$ cat config.mk
export PLATFORM = sky130hd
export DESIGN_NAME = snake_tile_arbiter_flat
export DESIGN_NICKNAME = d
export VERILOG_FILES = /design/src/rtl/snake_pkg.sv /design/src/rtl/snake_tile_arbiter_if.sv /design/src/rtl/tile_clear_sequencer.sv /design/src/rtl/snake_tile_arbiter.sv /design/src/flat_wrapper.sv
export SDC_FILE = /design/constraint.sdc
export NUM_CORES = 1
export LEC_CHECK = 0
export ABC_AREA = 1
export BUFFER_PORTS_ARGS = -buffer_cell sky130_fd_sc_hd__buf_2
export CAP_MARGIN = 20
export CORE_ASPECT_RATIO = 2
export CORE_MARGIN = 2
export CORE_UTILIZATION = 49
export CTS_BUF_LIST = sky130_fd_sc_hd__clkbuf_4 sky130_fd_sc_hd__clkbuf_8 sky130_fd_sc_hd__clkbuf_16
export DETAILED_ROUTE_END_ITERATION = 10
export PLACE_DENSITY = 0.82
export SLEW_MARGIN = 20
export SYNTH_ARGS = -nofsm -noshare
export SYNTH_HDL_FRONTEND = slang
export SYNTH_SLANG_ARGS = --single-unit
$ cat constraint.sdc
create_clock -name CLK -period 4.35 [get_ports CLK]
set_clock_uncertainty 0.1 [all_clocks]
set_input_delay 0.6525 -clock CLK [delete_from_list [all_inputs] [get_ports CLK]]
set_output_delay 0.6525 -clock CLK [all_outputs]
set_load 0.05 [all_outputs]
$ cat src/rtl/snake_pkg.sv
// Shared constants and clear-FSM state type for the snake tile RAM arbiter.
// Pure declarations; no latency and no flow control.
package snake_pkg;
    localparam int          NUM_TILES  = 4800;
    localparam int          ADDR_W     = 13;
    localparam int          DATA_W     = 8;
    localparam logic [7:0]  CLR_COLOUR = 8'h00;

    localparam logic [ADDR_W-1:0] LAST_ADDR = ADDR_W'(NUM_TILES - 1);

    typedef enum logic [1:0] {
        IDLE,
        RUN,
        DONE
    } clr_state_t;
endpackage

$ cat src/rtl/snake_tile_arbiter_if.sv
// Request/grant and RAM-port bundle between the game/VGA side and the tile arbiter.
// Wires only; timing is set by the arbiter (grants combinational, VVALID one cycle after VREQ).
interface snake_tile_arbiter_if;
    logic                          vreq;
    logic [snake_pkg::ADDR_W-1:0]  vaddr;
    logic [snake_pkg::DATA_W-1:0]  vdata;
    logic                          vvalid;
    logic                          wreq;
    logic [snake_pkg::ADDR_W-1:0]  waddr;
    logic [snake_pkg::DATA_W-1:0]  wdata;
    logic                          wgnt;
    logic                          clear_start;
    logic                          clear_busy;
    logic                          clear_done;
    logic [snake_pkg::ADDR_W-1:0]  ram_addr;
    logic                          ram_we;
    logic [snake_pkg::DATA_W-1:0]  ram_wdata;
    logic [snake_pkg::DATA_W-1:0]  ram_rdata;

    modport master (
        output vreq, vaddr, wreq, waddr, wdata, clear_start, ram_rdata,
        input  vdata, vvalid, wgnt, clear_busy, clear_done, ram_addr, ram_we, ram_wdata
    );

    modport slave (
        input  vreq, vaddr, wreq, waddr, wdata, clear_start, ram_rdata,
        output vdata, vvalid, wgnt, clear_busy, clear_done, ram_addr, ram_we, ram_wdata
    );
endinterface

$ cat src/rtl/tile_clear_sequencer.sv
// Clear engine: walks every tile address once, requesting a write per address.
// One address per granted cycle; stalls on the current address while gnt is low.
module tile_clear_sequencer
    import snake_pkg::*;
(
    input  logic              CLK,
    input  logic              RESET,
    input  logic              start,
    input  logic              gnt,
    output logic              req,
    output logic [ADDR_W-1:0] addr,
    output logic              busy,
    output logic              done
);
    clr_state_t        state, state_nxt;
    logic [ADDR_W-1:0] cnt, cnt_nxt;

    always_ff @(posedge CLK or negedge RESET) begin
        if (!RESET) begin
            state <= IDLE;
            cnt   <= '0;
        end else begin
            state <= state_nxt;
            cnt   <= cnt_nxt;
        end
    end

    always_comb begin
        state_nxt = state;
        cnt_nxt   = cnt;
        req       = 1'b0;
        busy      = 1'b0;
        done      = 1'b0;
        case (state)
            IDLE: begin
                if (start) begin
                    state_nxt = RUN;
                    cnt_nxt   = '0;
                end
            end
            RUN: begin
                req  = 1'b1;
                busy = 1'b1;
                // Terminate on an explicit compare; the counter never wraps.
                if (gnt) begin
                    if (cnt == LAST_ADDR) begin
                        state_nxt = DONE;
                        cnt_nxt   = '0;
                    end else begin
                        cnt_nxt = cnt + 1'b1;
                    end
                end
            end
            DONE: begin
                busy      = 1'b1;
                done      = 1'b1;
                state_nxt = IDLE;
            end
            default: state_nxt = IDLE;
        endcase
    end

    assign addr = cnt;
endmodule

$ cat src/rtl/snake_tile_arbiter.sv
// Shares the single tile RAM port: VGA reads first, then round-robin game writer vs clear engine.
// Grants are same-cycle combinational; VVALID follows VREQ by one cycle; writers stall during VREQ.
module snake_tile_arbiter
    import snake_pkg::*;
(
    input  logic                 CLK,
    input  logic                 RESET,
    snake_tile_arbiter_if.slave  bus
);
    logic              clr_req, clr_gnt, clr_busy, clr_done;
    logic [ADDR_W-1:0] clr_addr;
    logic              game_gnt;
    logic              rr_ptr;
    logic              vvalid_q;
    logic [ADDR_W-1:0] ram_addr;
    logic              ram_we;
    logic [DATA_W-1:0] ram_wdata;

    tile_clear_sequencer u_clear (
        .CLK   (CLK),
        .RESET (RESET),
        .start (bus.clear_start),
        .gnt   (clr_gnt),
        .req   (clr_req),
        .addr  (clr_addr),
        .busy  (clr_busy),
        .done  (clr_done)
    );

    // rr_ptr=1 means the game writer was served last, so the clear engine wins a tie.
    always_comb begin
        game_gnt  = 1'b0;
        clr_gnt   = 1'b0;
        ram_addr  = '0;
        ram_we    = 1'b0;
        ram_wdata = '0;
        if (bus.vreq) begin
            ram_addr = bus.vaddr;
        end else if (bus.wreq && (!clr_req || !rr_ptr)) begin
            game_gnt  = 1'b1;
            ram_we    = (bus.waddr <= LAST_ADDR);
            ram_addr  = bus.waddr;
            ram_wdata = bus.wdata;
        end else if (clr_req) begin
            clr_gnt   = 1'b1;
            ram_we    = 1'b1;
            ram_addr  = clr_addr;
            ram_wdata = CLR_COLOUR;
        end
    end

    always_ff @(posedge CLK or negedge RESET) begin
        if (!RESET) begin
            rr_ptr   <= 1'b0;
            vvalid_q <= 1'b0;
        end else begin
            vvalid_q <= bus.vreq;
            if (game_gnt)
                rr_ptr <= 1'b1;
            else if (clr_gnt)
                rr_ptr <= 1'b0;
        end
    end

    assign bus.vdata      = bus.ram_rdata;
    assign bus.vvalid     = vvalid_q;
    assign bus.wgnt       = game_gnt;
    assign bus.clear_busy = clr_busy;
    assign bus.clear_done = clr_done;
    assign bus.ram_addr   = ram_addr;
    assign bus.ram_we     = ram_we;
    assign bus.ram_wdata  = ram_wdata;
endmodule
$ cat src/flat_wrapper.sv
// flat-port wrapper written by rule: the top's interface ports become plain ports
module snake_tile_arbiter_flat import snake_pkg::*;
  (CLK, RESET, bus_vreq, bus_vaddr, bus_wreq, bus_waddr, bus_wdata, bus_clear_start, bus_ram_rdata, bus_vdata, bus_vvalid, bus_wgnt, bus_clear_busy, bus_clear_done, bus_ram_addr, bus_ram_we, bus_ram_wdata);
  snake_tile_arbiter_if bus_i ();
  input  logic CLK;
  input  logic RESET;
  input wire logic [$bits(bus_i.vreq)-1:0] bus_vreq;
  input wire logic [$bits(bus_i.vaddr)-1:0] bus_vaddr;
  input wire logic [$bits(bus_i.wreq)-1:0] bus_wreq;
  input wire logic [$bits(bus_i.waddr)-1:0] bus_waddr;
  input wire logic [$bits(bus_i.wdata)-1:0] bus_wdata;
  input wire logic [$bits(bus_i.clear_start)-1:0] bus_clear_start;
  input wire logic [$bits(bus_i.ram_rdata)-1:0] bus_ram_rdata;
  output wire logic [$bits(bus_i.vdata)-1:0] bus_vdata;
  output wire logic [$bits(bus_i.vvalid)-1:0] bus_vvalid;
  output wire logic [$bits(bus_i.wgnt)-1:0] bus_wgnt;
  output wire logic [$bits(bus_i.clear_busy)-1:0] bus_clear_busy;
  output wire logic [$bits(bus_i.clear_done)-1:0] bus_clear_done;
  output wire logic [$bits(bus_i.ram_addr)-1:0] bus_ram_addr;
  output wire logic [$bits(bus_i.ram_we)-1:0] bus_ram_we;
  output wire logic [$bits(bus_i.ram_wdata)-1:0] bus_ram_wdata;
  assign bus_i.vreq = bus_vreq;
  assign bus_i.vaddr = bus_vaddr;
  assign bus_i.wreq = bus_wreq;
  assign bus_i.waddr = bus_waddr;
  assign bus_i.wdata = bus_wdata;
  assign bus_i.clear_start = bus_clear_start;
  assign bus_i.ram_rdata = bus_ram_rdata;
  assign bus_vdata = bus_i.vdata;
  assign bus_vvalid = bus_i.vvalid;
  assign bus_wgnt = bus_i.wgnt;
  assign bus_clear_busy = bus_i.clear_busy;
  assign bus_clear_done = bus_i.clear_done;
  assign bus_ram_addr = bus_i.ram_addr;
  assign bus_ram_we = bus_i.ram_we;
  assign bus_ram_wdata = bus_i.ram_wdata;
  snake_tile_arbiter u_core (.CLK(CLK), .RESET(RESET), .bus(bus_i));
endmodule
==> reports/metrics.csv <==
stage;metric;value;unit
setup_path;worst-setup-path-type;reg2out;
clocking;clkSlewWorstSetupHoldPaths;70;ps
setup_path;r2r_start;u_core.u_clear.state[1]$_DFFE_PN0P_;
logic_synthesis;ys_async_sr_fraction;100;%
route;drc;0;
power_and_ir_drop;leakage;0.00105;uW
logic_synthesis;syn_nets;284;
clocking;postCtsSetupBuffers;0;
placement;placed_cells_incl_taps;312;
clocking;holdBufCountCts;0;
logic_synthesis;syn_avg_cell_area;6.75;sq um
die;die_x;44.0;um
placement;gp_congestion;0.910;
grt;antenna_found_initial;0;
setup_path;crit_path_cell_trace;inv_1, ha_1, nand2_2, nand2_2, or2_1, clkinv_2, nand3_1, nand2_1, buf_2;
run_status;status;finished clean;
logic_synthesis;netlist_area;1570;sq um
setup_path;cp-start-kind;register;
grt;grt-ovfl-total;0;
die;pin_count;81;
grt;grt_max_degree;18;
die;core;3120;sq um
logic_synthesis;synth_edf_count;0;
flow_run;cap_violations;0;
timing;fin_crit_sh;75.0;%
final_layout;final_util;59.2;%
min_path;hp-class;in2async;
timing;grt_setup_unrepaired;no;
placement;dp_hpwl;3320;um
logic_synthesis;synth_commonest_cells;75 x nand2_1, 32 x inv_1, 28 x nor2_1;
logic_synthesis;ys_seq_area_share;27.2;%
route;avgViaCountPerCell;5.26;
route;post_drt_wl_per_cell;13.4;um
route;vias;1662;
final_layout;n_antenna_cell;0;
die;initial_core_util;50.2;%
route;drt-initial-drc-count;69;
grt;grt_pass1_vias;1640;
route;first_pass_iters;4;
clocking;clk_latency;260;ps
setup_path;arrival;2510;ps
setup_path;crit_start;u_core.u_clear.state[1]$_DFFE_PN0P_;
clocking;clock_path_buffers;2;
final_layout;layout-drive-gt1-share;30.5;%
logic_synthesis;synth_most_common_cell;nand2_1;
logic_synthesis;yosysTopAreaCellShare;27.2;%
final_layout;fillers;309;
power_and_ir_drop;fin_total_pwr;786;uW
logic_synthesis;yosysUniqueCellTypes;30;
route;antenna_left;0;
logic_synthesis;ys_ff_latch;17;
clocking;cts_resized;0;
setup_path;crit_path_end_kind;primary output;
final_layout;areaGrowthSynthToFinish;18.1;%
grt;grt_usage;24.4;%
timing;tns;0;ps
clocking;cts_buffers;3;
final_layout;fin_nets;338;
logic_synthesis;synthCells;232;
logic_synthesis;yosysWarningCount;0;
timing;setup_viol;0;
timing;hold_violations;0;
die;die_y;83.9;um
logic_synthesis;synth_area_leaders;dfrtp_1 27%, nand2_1 18%, inv_1 7.7%;
clocking;cts_sinks;17;
timing;max_freq;306;MHz
setup_path;path_max_fanout;14;
power_and_ir_drop;power.density;425;nW/um^2
logic_synthesis;synth_ff_type;dfrtp_1;
setup_path;worst_ep_required_time;3600;ps
timing;slew_viol_final;0;
power_and_ir_drop;vdd_drop_max;0.000546;V
clocking;clock_tree.root_cell;clkbuf_8;
timing;tightest_slew;484;ps
final_layout;instances_no_fill;316;
route;drt_wl_total;4230;um
setup_path;slowest_delay;410;ps
grt;grt_pass1_wl;7010;um
die;rows;29;
setup_path;rrSetupSlack;2080;ps
die;dieArea;3690;sq um
setup_path;crit_top_cell;nand2_2;
timing;maxSlewHeadroom;67.7;%
logic_synthesis;synth_top_area_cell;dfrtp_1;
setup_path;cp_slowest_cell;ha_1;
timing;period_needed;3260;ps
clocking;h-tree-depth;1;
placement;port-buffer-count;64;
clocking;cts_tree;built;
-- logic make-up after synthesis --
family          share of synthesized area (%)
compound gates                           12.0
xor+xnor                                0.560
fa+ha+maj                                4.00
buf+inv                                  16.4
flops                                    27.2
simple gates                             39.9
-- power by group --
group          internal [uW]  switching [uW]
clock network           71.4            57.1
logic                    115             346
registers                178            18.5
-- layer usage --
layer	GRT usage, %	share of wire [%]	vias to the layer above
met2	46.8	59	68
met5	0	0	-
met1	25.2	35	750
li1	-	-	836
met3	2.38	4.5	8
met4	8.54	1.3	0
-- cells in the final DEF, fill, tap and decap left out --
master	instances
nand2_1	75
buf_2	64
inv_1	32
nor2_1	28
dfrtp_1	17
nand3_1	16
nand4_1	10
o211ai_2	5
ha_1	5
nand2_2	4
o21ai_0	4
o221ai_1	3
clkbuf_8	3
nor2_4	2
nand2_4	2
o221ai_2	2
inv_4	1
or2_1	1
clkinv_2	1
o211ai_1	1
nor2_2	1
a21boi_4	1
xnor2_1	1
o31ai_1	1
o21a_1	1
nor3_1	1
o21bai_1	1
nand3b_1	1
clkbuf_4	1
-- worst paths after layout --
path,endpoint,cells after the start
max in group asynchronous,u_core.u_clear.addr[8]$_DFFE_PN0P_,1
min reg2reg,u_core.u_clear.state[1]$_DFFE_PN0P_,2
min in group CLK,u_core.u_clear.state[1]$_DFFE_PN0P_,2
max,bus_ram_we,9
min,u_core.u_clear.addr[2]$_DFFE_PN0P_,1
max reg2reg,u_core.rr_ptr$_DFFE_PN0P_,7
-- state kept, by name (all words and copies together) (netlist names) --
name and count:
u_core.u_clear.state 2, u_core.u_clear.addr 13, u_core.bus.vvalid 1, u_core.rr_ptr 1
-- final cells by class --
| class | count | area (sq um) | share of cell area [%] |
|---|---|---|---|
| multi-input cells | 166 | 883 | 47.8 |
| inverters | 34 | 131 | 7.11 |
| clock buffers | 4 | 48.8 | 2.64 |
| repair buffers | 64 | 320 | 17.3 |
| flip-flops and latches | 17 | 425 | 23.0 |
| well taps | 31 | 38.8 | 2.10 |
-- per-stage QoR --
stage	hold slack (ps)	worst slack [ps]	area, sq um
floorplan	257	1600	1570
global placement	391	1450	1800
detailed placement	393	1370	1800
CTS	228	1100	1850
global route	253	892	1850
finish	219	1090	1850
-- worst max-delay path: cells and delay by family, from the launching register on --
family,cells,cell delay [ps]
adder cells (fa/ha/maj),1,410
buffers and inverters,3,620
flip-flops,1,400
AND/OR/NAND/NOR,5,820
(Power assumes the default switching activity.)
